## src/rtl/mem_bank_row_writer_if.sv

```systemverilog
// Row-write command channel from the bitstream loader to mem_bank_row_writer.
//   valid : command present (loader -> writer)
//   ready : writer can accept a command (writer -> loader)
//   addr  : target word-line index, [0:ADDR_W-1]
//   data  : bit-line values for the row, [0:NUM_BL-1], bit i drives bl[i]
//   last  : final command of the bitstream
// master = loader side, slave = writer side.
interface mem_bank_row_writer_if #(
    parameter int unsigned NUM_BL = 36,
    parameter int unsigned ADDR_W = 6
);
    logic              valid;
    logic              ready;
    logic [0:ADDR_W-1] addr;
    logic [0:NUM_BL-1] data;
    logic              last;

    modport master (output valid, output addr, output data, output last, input ready);
    modport slave  (input valid, input addr, input data, input last, output ready);
endinterface

```

## src/rtl/mem_bank_row_writer.sv

```systemverilog
// Memory-bank row writer: drives the bl/wl configuration buses of the routing-tile SRAM
// groups. Each accepted row command runs a bit-line setup phase, a one-hot word-line pulse
// and a bit-line hold phase. Out-of-range addresses raise a sticky err; completion of the
// last command raises a sticky done and parks the block until reset.
// Ports:
//   prog_clk   : programming clock
//   prog_reset : synchronous active-high reset
//   cfg        : row-command channel (slave side: valid/addr/data/last in, ready out)
//   bl         : bit lines, [0:NUM_BL-1]
//   wl         : word lines, [0:NUM_WL-1], at most one high
//   done       : sticky, last command completed
//   err        : sticky, out-of-range address accepted
module mem_bank_row_writer #(
    parameter int unsigned NUM_BL    = 36,
    parameter int unsigned NUM_WL    = 36,
    parameter int unsigned ADDR_W    = 6,
    parameter int unsigned SETUP_CYC = 1,
    parameter int unsigned PULSE_CYC = 2,
    parameter int unsigned HOLD_CYC  = 1
) (
    input  logic                  prog_clk,
    input  logic                  prog_reset,
    mem_bank_row_writer_if.slave  cfg,
    output logic [0:NUM_BL-1]     bl,
    output logic [0:NUM_WL-1]     wl,
    output logic                  done,
    output logic                  err
);

    localparam int unsigned MaxSp  = (SETUP_CYC > PULSE_CYC) ? SETUP_CYC : PULSE_CYC;
    localparam int unsigned MaxCyc = (MaxSp > HOLD_CYC) ? MaxSp : HOLD_CYC;
    localparam int unsigned CntW   = $clog2(MaxCyc) + 1;

    typedef enum logic [2:0] {
        StIdle,
        StSetup,
        StPulse,
        StHold,
        StFinished
    } state_e;

    state_e            state_q, state_d;
    logic [CntW-1:0]   cnt_q, cnt_d;
    logic [0:ADDR_W-1] addr_q, addr_d;
    logic [0:NUM_BL-1] data_q, data_d;
    logic              last_q, last_d;
    logic [0:NUM_BL-1] bl_q, bl_d;
    logic [0:NUM_WL-1] wl_q, wl_d;
    logic              ready_q, ready_d;
    logic              done_q, done_d;
    logic              err_q, err_d;
    logic              accept;
    logic              addr_ok;

    // ready_q is only high in StIdle, so it doubles as the idle qualifier.
    assign accept  = cfg.valid && ready_q;
    assign addr_ok = 32'(cfg.addr) < NUM_WL;

    always_comb begin
        state_d = state_q;
        cnt_d   = cnt_q;
        addr_d  = addr_q;
        data_d  = data_q;
        last_d  = last_q;
        err_d   = err_q;

        unique case (state_q)
            StIdle: begin
                if (accept) begin
                    addr_d = cfg.addr;
                    data_d = cfg.data;
                    last_d = cfg.last;
                    if (addr_ok) begin
                        state_d = StSetup;
                        cnt_d   = CntW'(SETUP_CYC);
                    end else begin
                        err_d = 1'b1;
                        if (cfg.last) begin
                            state_d = StFinished;
                        end
                    end
                end
            end
            StSetup: begin
                if (cnt_q == CntW'(1)) begin
                    state_d = StPulse;
                    cnt_d   = CntW'(PULSE_CYC);
                end else begin
                    cnt_d = cnt_q - CntW'(1);
                end
            end
            StPulse: begin
                if (cnt_q == CntW'(1)) begin
                    state_d = StHold;
                    cnt_d   = CntW'(HOLD_CYC);
                end else begin
                    cnt_d = cnt_q - CntW'(1);
                end
            end
            StHold: begin
                if (cnt_q == CntW'(1)) begin
                    state_d = last_q ? StFinished : StIdle;
                end else begin
                    cnt_d = cnt_q - CntW'(1);
                end
            end
            StFinished: begin
                state_d = StFinished;
            end
            default: begin
                state_d = StIdle;
            end
        endcase

        // Outputs are decoded from the next state so they can be registered without
        // adding a cycle of latency relative to the state sequence.
        bl_d    = '0;
        wl_d    = '0;
        ready_d = (state_d == StIdle);
        done_d  = done_q || (state_d == StFinished);
        if (state_d == StSetup || state_d == StPulse || state_d == StHold) begin
            bl_d = data_d;
        end
        if (state_d == StPulse) begin
            wl_d[addr_d] = 1'b1;
        end
    end

    always_ff @(posedge prog_clk) begin
        if (prog_reset) begin
            state_q <= StIdle;
            cnt_q   <= '0;
            addr_q  <= '0;
            data_q  <= '0;
            last_q  <= 1'b0;
            bl_q    <= '0;
            wl_q    <= '0;
            ready_q <= 1'b1;
            done_q  <= 1'b0;
            err_q   <= 1'b0;
        end else begin
            state_q <= state_d;
            cnt_q   <= cnt_d;
            addr_q  <= addr_d;
            data_q  <= data_d;
            last_q  <= last_d;
            bl_q    <= bl_d;
            wl_q    <= wl_d;
            ready_q <= ready_d;
            done_q  <= done_d;
            err_q   <= err_d;
        end
    end

    assign cfg.ready = ready_q;
    assign bl        = bl_q;
    assign wl        = wl_q;
    assign done      = done_q;
    assign err       = err_q;

endmodule

```

## src/flat_wrapper.sv

```systemverilog
// flat-port wrapper written by rule: the top's interface ports become plain ports
module mem_bank_row_writer_flat 
#(
    parameter int unsigned NUM_BL    = 36,
    parameter int unsigned NUM_WL    = 36,
    parameter int unsigned ADDR_W    = 6,
    parameter int unsigned SETUP_CYC = 1,
    parameter int unsigned PULSE_CYC = 2,
    parameter int unsigned HOLD_CYC  = 1
)
  (prog_clk, prog_reset, bl, wl, done, err, cfg_valid, cfg_addr, cfg_data, cfg_last, cfg_ready);
  mem_bank_row_writer_if #(.NUM_BL(NUM_BL), .ADDR_W(ADDR_W)) cfg_i ();
  input  logic prog_clk;
  input  logic prog_reset;
  output logic [0:NUM_BL-1] bl;
  output logic [0:NUM_WL-1] wl;
  output logic done;
  output logic err;
  input wire logic [$bits(cfg_i.valid)-1:0] cfg_valid;
  input wire logic [$bits(cfg_i.addr)-1:0] cfg_addr;
  input wire logic [$bits(cfg_i.data)-1:0] cfg_data;
  input wire logic [$bits(cfg_i.last)-1:0] cfg_last;
  output wire logic [$bits(cfg_i.ready)-1:0] cfg_ready;
  assign cfg_i.valid = cfg_valid;
  assign cfg_i.addr = cfg_addr;
  assign cfg_i.data = cfg_data;
  assign cfg_i.last = cfg_last;
  assign cfg_ready = cfg_i.ready;
  mem_bank_row_writer #(.NUM_BL(NUM_BL), .NUM_WL(NUM_WL), .ADDR_W(ADDR_W), .SETUP_CYC(SETUP_CYC), .PULSE_CYC(PULSE_CYC), .HOLD_CYC(HOLD_CYC)) u_core (.prog_clk(prog_clk), .prog_reset(prog_reset), .cfg(cfg_i), .bl(bl), .wl(wl), .done(done), .err(err));
endmodule
```

## config.mk

```make
export PLATFORM = sky130hd
export DESIGN_NAME = mem_bank_row_writer_flat
export DESIGN_NICKNAME = d
export VERILOG_FILES = /design/src/rtl/mem_bank_row_writer_if.sv /design/src/rtl/mem_bank_row_writer.sv /design/src/flat_wrapper.sv
export SDC_FILE = /design/constraint.sdc
export NUM_CORES = 1
export LEC_CHECK = 0
export CAP_MARGIN = 20
export CORE_MARGIN = 2
export CORE_UTILIZATION = 51
export CTS_BUF_LIST = sky130_fd_sc_hd__clkbuf_4 sky130_fd_sc_hd__clkbuf_8 sky130_fd_sc_hd__clkbuf_16
export CTS_CLUSTER_DIAMETER = 200
export DETAILED_ROUTE_END_ITERATION = 16
export PLACE_DENSITY_LB_ADDON = 0.25
export RECOVER_POWER = 100
export SLEW_MARGIN = 25
export SYNTH_ARGS = -nofsm -noshare
export SYNTH_HDL_FRONTEND = slang
export SYNTH_SLANG_ARGS = --single-unit
```

## constraint.sdc

```tcl
create_clock -name prog_clk -period 3.1 [get_ports prog_clk]
set_input_delay 0.62 -clock prog_clk [delete_from_list [all_inputs] [get_ports prog_clk]]
set_output_delay 0.62 -clock prog_clk [all_outputs]
set_load 0.01 [all_outputs]
```

# Word-level counts from Yosys, hierarchy flattened
# Cells that the tools add are included.
# W data, S select, Z words.
[word_totals] inputBits=46 out_inout_bits=75 wordCells=63 regBits=123
[op_classes] order_cmp=3 bitwise_logic=4 n_reduce_logical=13 n_mux=20 addsub=1 n_eq_ne=12
[ops] operator="$mux W36" count=2
[ops] operator="$mux W3" count=7
[ops] operator="$pmux W3 S5" count=1
[ops] operator="$eq A3 B2 Y1 const B" count=4
[ops] operator="$mux W6" count=2
[ops] operator="$mux W2" count=5
[ops] operator="$pmux W2 S4" count=1
[ops] operator="$ge A7 B7 Y1 const B" count=1
[ops] operator="$lt A7 B1 Y1 const B" count=1
[ops] operator="$not A6 Y7" count=1
[ops] operator="$demux W1 S6" count=1
[ops] operator="$eq A3 B1 Y1 const B" count=2
[ops] operator="$eq A3 B3 Y1 const B" count=2
[ops] operator="$logic_not A3 Y1" count=2
[ops] operator="$lt A6 B6 Y1 const B" count=1
[ops] operator="$ne A2 B1 Y1 const B" count=2
[ops] operator="$reduce_and A4 Y1" count=1
[ops] operator="$reduce_bool A4 Y1" count=1
[ops] operator="$reduce_or A2 Y1" count=2
[ops] operator="$logic_or A1 B1 Y1" count=3
[ops] operator="$not A1 Y1" count=3
[ops] operator="$reduce_and A3 Y1" count=1
[ops] operator="$eq A2 B1 Y1 const B" count=1
[ops] operator="$logic_and A1 B1 Y1" count=2
[ops] operator="other kinds (4)" count=4

# Depth between registers and ports, before layout
[logic_depth] word_depth=9 mapped_depth=8 mapped_depth_nobuf=6

# Worst setup path after synthesis
# No wires, ideal clock.
[synth_path] kind="input -> register" start="input port cfg_addr[3]" end="register u_core.bl_q, in the netlist u_core.bl[10]" slack_ns=1.387 path_stages=6 required_ns=3.036 path_buffers=2 t_arrival_ns=1.649 path_cell_list="buf_4 o31a_1 o21ai_4 nand3_4 buf_6 nor2_1"
[synth_between] elab_chain_cells=9 elab_cells_between_ends=11 cone_classes="order compare: 1; eq/ne: 3; mux: 3; bitwise: 1; reduce/logical: 3"
[synth_lines] item="start, declared" line="flat_wrapper.sv:20" rtl="input wire logic [$bits(cfg_i.addr)-1:0] cfg_addr;"
[synth_lines] item="$lt A6 B6 Y1 (*)" line="mem_bank_row_writer.sv:57" rtl="assign addr_ok = 32'(cfg.addr) < NUM_WL;"
[synth_lines] item="$mux W3 (*)" line="mem_bank_row_writer.sv:73" rtl="if (addr_ok) begin"
[synth_lines] item="$mux W3 (*)" line="mem_bank_row_writer.sv:69" rtl="if (accept) begin"
[synth_lines] item="$pmux W3 S5 (*)" line="mem_bank_row_writer.sv:67" rtl="unique case (state_q)"
[synth_lines] item="$eq A3 B1 Y1 or $eq A3 B2 Y1 (tied branches)" line="mem_bank_row_writer.sv:121" rtl="if (state_d == StSetup || state_d == StPulse || state_d == StHold) begin"
[synth_lines] item="$logic_or A1 B1 Y1" line="mem_bank_row_writer.sv:121"
[synth_lines] item="$logic_or A1 B1 Y1 (*)" line="mem_bank_row_writer.sv:121"
[synth_lines] item="$not A1 Y1 (no line) (*)"
[synth_lines] item="$reduce_or A2 Y1 (no line) (*)"
[synth_lines] item="end signal, assigned" line="mem_bank_row_writer.sv:147" rtl="bl_q <= bl_d;"
[synth_lines] item="end, declared" line="mem_bank_row_writer.sv:47" rtl="logic [0:NUM_BL-1] bl_q, bl_d;"
# Every way passes the cells marked *; elsewhere a longest branch is shown, timed or not.
# A chain may end at the register's enable or synchronous reset.

# Worst setup path after layout
[layout_path] start="input port cfg_valid" end="register u_core.bl_q, in the netlist u_core.bl[7]"
[layout_between] elab_chain_cells=8 elab_cells_between_ends=12 cone_classes="eq/ne: 3; mux: 4; bitwise: 1; reduce/logical: 4"
[layout_lines] item="start, declared" line="flat_wrapper.sv:19" rtl="input wire logic [$bits(cfg_i.valid)-1:0] cfg_valid;"
[layout_lines] item="$logic_and A1 B1 Y1 (*)" line="mem_bank_row_writer.sv:56" rtl="assign accept = cfg.valid && ready_q;"
[layout_lines] item="$mux W3" line="mem_bank_row_writer.sv:69"
[layout_lines] item="$pmux W3 S5" line="mem_bank_row_writer.sv:67"
[layout_lines] item="$eq A3 B1 Y1 or $eq A3 B2 Y1 (tied branches)" line="mem_bank_row_writer.sv:121"
[layout_lines] item="$logic_or A1 B1 Y1 (2 in series)" line="mem_bank_row_writer.sv:121"
[layout_lines] item="$not A1 Y1 (no line)"
[layout_lines] item="$reduce_or A2 Y1 (no line)"
# Marked as above.

==> impl_metrics.env <==
export IMPL_clock_skew_ns=0.01224
export IMPL_antenna_found_initial=0
export IMPL_hold_viol=0
export IMPL_fin_crit_ns=2.580
export IMPL_stdcell_area_um2=6122
export IMPL_relSlewSlack_pct=46.71
export IMPL_grt_usage_pct=22.07
export IMPL_finalPower_mw=4.266
export IMPL_tightest_slew_ns=0.7771
export IMPL_cp_start_kind="primary input"
export IMPL_final_common_cell="dfxtp_1"
export IMPL_antenna_left=0
export IMPL_cts_setup_buffers=0
export IMPL_cts_root_buffer="clkbuf_8"
export IMPL_die_x_um=96.51
export IMPL_final_cell_mix="123 x dfxtp_1, 99 x nor2_1, 77 x dlygate4sd3_1"
export IMPL_cts_tree="yes"
export IMPL_drv_cap=0
export IMPL_syn_area_per_cell_um2=10.39
export IMPL_setup_violations=0
export IMPL_nFillCells=620
export IMPL_areaGrowthSynthToFinish_pct=40.28
export IMPL_die_area_um2=9313
export IMPL_r2r_start="u_core.state_q[1]$_SDFF_PP0_"
export IMPL_synth_largest_area_cell="dfxtp_1"
export IMPL_insertion_delay_ns=0.50
export IMPL_gr_total_overflow=0
export IMPL_io_pins=121
export IMPL_netlist_area_um2=4364
export IMPL_power_frac_comb_pct=13.5
export IMPL_synth_nets=469
export IMPL_hold_path_startpoint="prog_reset"
export IMPL_grt_pass1_wl_um=15680
export IMPL_max_stage_delay_ns=0.58
export IMPL_synth_top_flop_cell="dfxtp_1"
export IMPL_p_seq_share_pct=40.7
export IMPL_first_pass_iters=5
export IMPL_std_cell_rows=33
export IMPL_netlist_top_cells_area="dfxtp_1 56%, mux2i_1 11%, nor2_1 8.5%"
export IMPL_dpl_cell_area_um2=5560
export IMPL_ys_types=48
export IMPL_grt_max_degree=49
export IMPL_intPower_mw=3.191
export IMPL_wl_per_cell_um=14.97
export IMPL_synth_top_cell_area_share_pct=56.42
export IMPL_yosys_warnings=0
export IMPL_cts_htree_levels=4
export IMPL_crit_path_end_kind="flip-flop"
export IMPL_insertedDiodeCount=0
export IMPL_fmax_ghz=0.3876
export IMPL_place_congestion=0.8020
export IMPL_worstRegToRegCells=5
export IMPL_dr_wl_met2_um=5089
export IMPL_nets=587
export IMPL_wl_met1_um=4019
export IMPL_port_buffers=120
export IMPL_switching_power_mw=1.075
export IMPL_p_leak_nw=2.595
export IMPL_holdPathStages=3
export IMPL_drive_gt1_share_pct=8.727
export IMPL_syn_inst=420
export IMPL_postCtsHoldBufs=0
export IMPL_cts_resized=0
export IMPL_crit_required_ns=3.46
export IMPL_cellPowerDensity_nw_per_um2=696.8
export IMPL_via_count=3383
export IMPL_pre_cts_slack_ns=0.4057
export IMPL_clk_path_buf_depth=2
export IMPL_fp_dieH_um=96.51
export IMPL_whs_endpoint="u_core.cfg.ready$_SDFF_PP1_"
export IMPL_final_setup_tns_ns=0
export IMPL_drv_slew=0
export IMPL_ir_drop_uv=446.3
export IMPL_cp_arrival_ns=2.94
export IMPL_rsz0062_at_grt="no"
export IMPL_drt_iter0_drc=150
export IMPL_start_util_pct=52.85
export IMPL_fin_crit_sh_pct=83.23
export IMPL_clock_sinks=123
export IMPL_clock_power_share_pct=45.8
export IMPL_ys_seq_elements=123
export IMPL_vias_per_cell=5.165
export IMPL_reg2reg_to="u_core.bl[7]$_SDFF_PP0_"
export IMPL_cp_cell_sequence="dlygate4sd3_1, nand4bb_1, nor2_8, clkbuf_2, mux2i_1, nor2_1"
export IMPL_hold_class="primary input to flip-flop"
export IMPL_coreArea_um2=8258
export IMPL_wl_met3_um=605
export IMPL_numCtsBuffers=17
export IMPL_finalWorstSetupSlack_ns=0.5200
export IMPL_dp_hpwl_um=6558
export IMPL_outcome="complete, no violations"
export IMPL_crit_path_max_fanout=24
export IMPL_crit_slowest_cell="clkbuf_2"
export IMPL_grt_pass1_vias=3275
export IMPL_path_class="primary input to flip-flop"
export IMPL_drc=0
export IMPL_synth_edff_count=0
export IMPL_swShare_pct=25.21
export IMPL_path_clk_slew_ns=0.06
export IMPL_r2r_slack_ns=0.67
export IMPL_top_layer="met4"
export IMPL_yosysSeqAreaShare_pct=56.42
export IMPL_async_flop_share_pct=0
export IMPL_wl_um=9807
## stage by stage
step | utilization, % | cells | hold WS, ns
2_1_floorplan | - | 420 | 0.4557
3_3_place_gp | 67.33 | 624 | 0.4375
3_5_place_dp | 67.33 | 624 | 0.4540
4_1_cts | 74.55 | 655 | 0.4398
5_1_grt | 74.14 | 655 | 0.4437
6_report | 74.14 | 655 | 0.4506
## power groups by stage
| stage | clock network [mW] | logic [mW] | registers, mW |
|---|---|---|---|
| floorplan | 0 | 0.418 | 1.77 |
| global placement | 0 | 0.577 | 1.77 |
| detailed placement | 0 | 0.595 | 1.77 |
| CTS | 1.97 | 0.603 | 1.74 |
| global route | 2.05 | 0.631 | 1.75 |
| finish | 1.95 | 0.575 | 1.74 |
## cells in the mapped netlist (2+ instances only)
cell type / number
a21o_1: 4
a21oi_1: 7
a31oi_1: 4
a41oi_1: 2
and2b_1: 2
and3_1: 2
and3b_1: 3
buf_2: 6
buf_4: 2
buf_6: 8
clkbuf_1: 10
dfxtp_1: 123
ha_1: 3
inv_1: 6
mux2_2: 6
mux2i_1: 49
mux2i_2: 2
nand2_1: 11
nand2b_1: 2
nand3_1: 3
nand4_1: 2
nor2_1: 99
nor2b_1: 7
nor3_1: 24
nor3b_1: 5
nor4_1: 4
nor4b_1: 2
o21ai_0: 2
## how the worst max path moves through the flow
stage | start | endpoint | depth (start not counted)
after floorplan | cfg_addr[3] | u_core.bl[10]$_SDFF_PP0_ | 6
after global placement | cfg_valid | u_core.bl[17]$_SDFF_PP0_ | 6
after detailed placement | cfg_valid | u_core.data_q[33]$_SDFF_PP0_ | 6
after CTS | cfg_valid | u_core.bl[19]$_SDFF_PP0_ | 6
after global routing | cfg_addr[3] | u_core.bl[19]$_SDFF_PP0_ | 5
final | cfg_valid | u_core.bl[7]$_SDFF_PP0_ | 6
## cell type report
class	count	area, µm²	share of cell area [%]
clock buffers	18	427.9	6.990
clock inverters	13	167.7	2.739
inverters	7	26.28	0.4292
flip-flops and latches	123	2462	40.22
repair buffers	125	1231	20.11
multi-input cells	264	1675	27.37
well taps	105	131.4	2.146
## flip-flops by register name, indices dropped and copies added (netlist names), 2 cells and up
signal,flops
u_core.state_q,3
u_core.cnt_q,2
u_core.wl,36
u_core.addr_q,6
u_core.data_q,36
u_core.bl,36
## logic make-up (layout without fill, tap and decap cells)
group | after synthesis | in the layout | share of synthesized area (%)
compound gates | 28 | 28 | 4.501
simple gates | 175 | 175 | 20.04
xor+xnor | 1 | 1 | 0.2007
mux | 57 | 57 | 13.42
flops | 123 | 123 | 56.42
fa+ha+maj | 3 | 3 | 0.8602
buf+inv | 33 | 163 | 4.558
## worst max-delay path, delay by kind of cell
kind	cells	cell delay (ns)
buf+inv	2	1.15
simple gates	3	0.83
mux	1	0.32
## per-layer routing
layer,up-vias,track usage [%]
met5,-,0
met4,0,6.455
met3,11,6.827
met2,112,38.66
met1,1602,26.01
li1,1658,-
No activity file was read; power rests on OpenSTA's default activity.
